$ cat src/rtl/riscv_run_ctrl_monitor.sv
// Run control and register display for the RISC-V pipeline core: gates the core
// clock-enable for free, bounded and single-step runs, counts cycles, drives the display.
module riscv_run_ctrl_monitor #(
    parameter  int XLEN     = 32,
    parameter  int NREGS    = 32,
    parameter  int DISP_W   = 16,
    parameter  int CNT_W    = 32,
    parameter  int SCAN_DIV = 4,
    localparam int SEL_W    = $clog2(NREGS)
) (
    input  logic             clk,
    input  logic             reset,
    input  logic             start,
    input  logic             step,
    input  logic             halt,
    input  logic [CNT_W-1:0] run_limit,
    input  logic [SEL_W-1:0] SW,
    input  logic [1:0]       mode,
    output logic [SEL_W-1:0] rf_raddr,
    input  logic [XLEN-1:0]  rf_rdata,
    output logic             cpu_en,
    output logic [DISP_W-1:0] OUT,
    output logic [CNT_W-1:0] cycle_cnt,
    output logic [SEL_W-1:0] scan_idx,
    output logic [1:0]       state
);

    typedef enum logic [1:0] {
        IDLE = 2'b00,
        RUN  = 2'b01,
        STEP = 2'b10,
        DONE = 2'b11
    } state_e;

    localparam int DIV_W = (SCAN_DIV > 1) ? $clog2(SCAN_DIV) : 1;

    state_e            cur_state;
    state_e            nxt_state;
    logic              run_entry;
    logic [CNT_W-1:0]  cnt_inc;
    logic [DIV_W-1:0]  scan_div;
    logic [DISP_W-1:0] out_nxt;

    // NOTE: sequential state uses non-blocking assignments so every register
    // samples the pre-edge values of its neighbours.
    always_ff @(posedge clk) begin
        if (reset) cur_state <= IDLE;
        else       cur_state <= nxt_state;
    end

    // Saturating increment; also feeds the limit comparison so DONE lands on the L-th cycle.
    always_comb begin
        cnt_inc = cycle_cnt;
        if (cpu_en && (cycle_cnt != '1)) cnt_inc = cycle_cnt + CNT_W'(1);
    end

    // NOTE: every comb output gets a default first so no path infers a latch.
    always_comb begin
        nxt_state = cur_state;
        run_entry = 1'b0;
        unique case (cur_state)
            IDLE: begin
                if (halt)       nxt_state = IDLE;
                else if (start) begin
                    nxt_state = RUN;
                    run_entry = 1'b1;
                end
                else if (step)  nxt_state = STEP;
            end
            RUN: begin
                if (halt)                                            nxt_state = IDLE;
                else if ((run_limit != '0) && (cnt_inc == run_limit)) nxt_state = DONE;
            end
            STEP: nxt_state = IDLE;
            DONE: begin
                if (halt)       nxt_state = IDLE;
                else if (start) begin
                    nxt_state = RUN;
                    run_entry = 1'b1;
                end
            end
            default: nxt_state = IDLE;
        endcase
    end

    always_comb begin
        cpu_en = 1'b0;
        unique case (cur_state)
            RUN, STEP: cpu_en = 1'b1;
            default:   cpu_en = 1'b0;
        endcase
    end

    assign state = cur_state;

    always_ff @(posedge clk) begin
        if (reset)          cycle_cnt <= '0;
        else if (run_entry) cycle_cnt <= '0;
        else                cycle_cnt <= cnt_inc;
    end

    // The scan divider and index stay parked at zero outside auto-scan so each scan starts at x0.
    always_ff @(posedge clk) begin
        if (reset || (mode != 2'b10)) begin
            scan_div <= '0;
            scan_idx <= '0;
        end else if (scan_div == DIV_W'(SCAN_DIV - 1)) begin
            scan_div <= '0;
            scan_idx <= (scan_idx == SEL_W'(NREGS - 1)) ? '0 : scan_idx + SEL_W'(1);
        end else begin
            scan_div <= scan_div + DIV_W'(1);
        end
    end

    assign rf_raddr = (mode == 2'b10) ? scan_idx : SW;

    always_comb begin
        out_nxt = '0;
        unique case (mode)
            2'b00:   out_nxt = rf_rdata[DISP_W-1:0];
            2'b01:   out_nxt = rf_rdata[2*DISP_W-1:DISP_W];
            2'b10:   out_nxt = rf_rdata[DISP_W-1:0];
            default: out_nxt = DISP_W'(cycle_cnt);
        endcase
    end

    always_ff @(posedge clk) begin
        if (reset) OUT <= '0;
        else       OUT <= out_nxt;
    end

    if (XLEN > 2 * DISP_W) begin : g_rdata_hi
        logic unused_rdata_hi;
        assign unused_rdata_hi = ^rf_rdata[XLEN-1:2*DISP_W];
    end

endmodule

$ cat config.mk
export PLATFORM = sky130hd
export DESIGN_NAME = riscv_run_ctrl_monitor
export DESIGN_NICKNAME = d
export VERILOG_FILES = /design/src/rtl/riscv_run_ctrl_monitor.sv
export SDC_FILE = /design/constraint.sdc
export NUM_CORES = 1
export LEC_CHECK = 0
export ABC_AREA = 1
export CAP_MARGIN = 20
export CORE_UTILIZATION = 47
export CTS_CLUSTER_SIZE = 24
export DETAILED_ROUTE_END_ITERATION = 8
export PLACE_DENSITY = 0.82
export SLEW_MARGIN = 20
export SYNTH_ARGS = -nofsm -noshare
export SYNTH_HDL_FRONTEND = slang
export SYNTH_SLANG_ARGS = --single-unit
$ cat constraint.sdc
create_clock -name clk -period 3.05 [get_ports clk]
set_clock_uncertainty 0.05 [all_clocks]
set_input_delay 0.305 -clock clk [delete_from_list [all_inputs] [get_ports clk]]
set_output_delay 0.305 -clock clk [all_outputs]
set_load 0.03 [all_outputs]
==> out/metrics.yaml <==
outcome:
  status: "complete, no violations"
sta:
  whs_ns: 0.378
  slew_headroom_pct: 63.4
  period_share_pct: 91.8
  min_period_ns: 2.80
  setup_viol: 0
  hold_viol: 0
  tightest_slew_ns: 0.548
  finalSetupTns_ns: 0
  maxSlewViolCount: 0
  rsz0062_at_grt: "false"
  max_freq_mhz: 357
setup_path:
  cp.buffers_inverters: 0
  cp_num_cells: 18
  r2r-start: "cycle_cnt[0]"
  cp.required_ns: 3.25
  worstPathMaxFanout: 13
  worstSetupEndpointType: "flip-flop"
  slowest_delay_ns: 0.41
  worstPathCellList: "ha_1 -> nand2_1 -> nor2_1 -> nand2_2 -> nor2_2 -> nand3_2 -> nand3b_1 -> nand2_1 -> nand2_1 -> nand2_1 -> nor2_1 -> nand2_1 -> nor2_1 -> nand2_1 -> o21ai_2 -> nand2_2 -> nor2_1 -> nor2_1"
  reg2reg_depth: 18
  reg2reg_slack_ns: 0.25
  critPathKind: "flip-flop to flip-flop"
  slowest_stage: "dfxtp_1"
  crit_top_cell: "nand2_1"
  startpoint_type: "flip-flop"
  crit_arrival_ns: 3.00
  path_delay_family: "simple AND/OR/NAND/NOR gates"
  timing.rr.end: "state[0]"
route:
  drt-initial-drc-count: 416
  drt-pass1-iter-count: 6
  wl_met3_mm: 1.17
  ant_nets: 0
  m1WireLength_mm: 5.98
  wl_met2_mm: 6.78
  via_per_inst: 5.26
  routed.top_layer: "met4"
  vias: 5235
  drcViolationCount: 0
  wl_mm: 14.5
  wl_per_cell_um: 14.6
min_path:
  hold_depth: 1
  min_path_type: "flip-flop to flip-flop"
  hp-start: "scan_div[0]"
  hold_end: "scan_div[0]"
cells_and_area:
  final_nets: 967
  antenna_cells: 0
  nFillCells: 766
  mostFrequentLayoutCells: "nand2_1 (278), clkdlybuf4s50_1 (136), inv_1 (105)"
  area_growth_pct: 41.5
  drive_above_1_share_pct: 7.32
  final_common_cell: "nand2_1"
cts:
  insertion_delay_ns: 0.36
  clkSinkCount: 57
  hold_buffers: 0
  cts_buffer_depth: 2
  tritoncts: "built"
  cts-root-buf: "clkbuf_8"
  clkTransAtPathRegs_ns: 0.07
  cts-buffers-inserted: 9
  htreeDepth: 3
floorplanning:
  start_util_pct: 48.5
  pin_count: 137
  die-width_um: 96.9
  num_rows: 34
  die_area_um2: 9390
  die_h_um: 96.9
  core_area_um2: 8720
power_and_ir_drop:
  ir_worst_vdd_v: 0.000214
  p_leak_nw: 2.56
  power.density_nw_per_um2: 352
place:
  numPortBuffers: 136
  dpl.hpwl_mm: 11.2
  gp_congestion: 0.914
grt:
  overflow: 0
  grt_usage_pct: 31.0
  antenna_found_initial: 0
  grt_pass1_wl_mm: 23.6
  first_global_vias: 4964
  grt_start_max_net_pins: 47
synth:
  ys.flop_type: "dfxtp_1"
  synth_edf_count: 0
  synthArstFlopShare_pct: 0
  syn-num-nets: 821
  avgSynthCellArea_um2: 5.74
  synth-seq-area-share_pct: 27.0
  yosysWarnings: 0
  syn_inst: 737
  synth-seq-cells: 57
  synth.distinct_cells: 30
  syn_area_um2: 4230
job:
  maxCapViolCount: 0
==> final cells by class <==
class	count	area, µm²	share of cell area, %
clock buffer	11	141	2.36
clock inverter	5	55.1	0.919
inverter	111	419	7.00
multi-input combinational	558	2660	44.4
sequential	57	1140	19.1
tap	108	135	2.26
timing repair buffer	146	1440	24.0
==> worst register-to-register path, stage by stage, from the launching register on <==
cell,delay [ns]
dfxtp_1,0.41
ha_1,0.25
nand2_1,0.07
nor2_1,0.13
nand2_2,0.14
nor2_2,0.14
nand3_2,0.23
nand3b_1,0.24
nand2_1,0.07
nand2_1,0.05
nand2_1,0.05
nor2_1,0.10
nand2_1,0.07
nor2_1,0.19
nand2_1,0.11
o21ai_2,0.15
nand2_2,0.09
nor2_1,0.10
nor2_1,0.05
==> through the flow <==
stage               util, %  instances  instance area (µm²)  total power (W)  setup slack (ns)
CTS                    67.7        992                 5900          0.00211            0.0985
floorplan                 -        737                 4230          0.00112            0.0649
detailed placement     65.5        976                 5710          0.00138             0.107
finish                 68.7        996                 5990          0.00211             0.251
global route           68.7        996                 5990          0.00221           0.00419
global placement       65.5        976                 5710          0.00136             0.183
==> worst max-delay path by stage <==
stage / startpoint / endpoint
floorplan: state[0] / state[0]
global placement: cycle_cnt[0] / state[1]
detailed placement: cycle_cnt[1] / state[0]
CTS: state[0] / state[0]
global route: state[0] / state[0]
finish: cycle_cnt[0] / state[0]
==> sequential cells by signal, summed over array words and instances (netlist names) <==
name,count
cycle_cnt,32
OUT,16
scan_idx,5
scan_div,2
state,2
==> cell families (layout without fill, tap and decap cells) <==
logic type / count (synthesis) / in the layout / share of synthesized area [%]
adders and majority gates: 8 / 8 / 2.36
buffers and inverters: 124 / 273 / 11.8
AOI/OAI and AO/OA: 49 / 49 / 6.83
and+or+nand+nor: 494 / 496 / 51.0
xor gates and xnor gates: 5 / 5 / 1.03
DFF: 57 / 57 / 27.0
==> layer usage <==
layer | track usage [%] | up-vias
met1 | 37.6 | 2307
li1 | - | 2599
met4 | 14.9 | 0
met5 | 0 | -
met3 | 5.85 | 56
met2 | 52.7 | 273
==> timing repair <==
item | 4_1_cts | 5_1_grt
setup buffers | 0 | 2
endpoints found under the setup margin | 0 | 2
gates resized for setup | 0 | 12
==> Yosys cell counts, drive strengths merged, types with 2 or more instances <==
| master | number | area share, % |
|---|---|---|
| a21oi | 23 | 2.7 |
| a31oi | 2 | 0.30 |
| buf | 6 | 1.3 |
| clkbuf | 7 | 0.62 |
| clkinv | 2 | 0.18 |
| dfxtp | 57 | 27 |
| ha | 8 | 2.4 |
| inv | 109 | 9.7 |
| nand2 | 284 | 26 |
| nand3 | 76 | 10 |
| nand3b | 8 | 1.4 |
| nand4 | 13 | 2.5 |
| nor2 | 105 | 10 |
| nor3 | 3 | 0.35 |
| nor4 | 4 | 0.59 |
| o211ai | 15 | 2.7 |
| o21ai | 9 | 1.2 |
| xor2 | 4 | 0.83 |
==> power by group <==
| part | leakage (nW) | internal (W) | switching, W | total, W |
|---|---|---|---|---|
| clock | 0.0953 | 0.000397 | 0.000341 | 0.000738 |
| combinational | 2.00 | 0.000248 | 0.000327 | 0.000575 |
| sequential | 0.464 | 0.000774 | 0.0000242 | 0.000799 |
No activity file was read; power rests on OpenSTA's default activity.
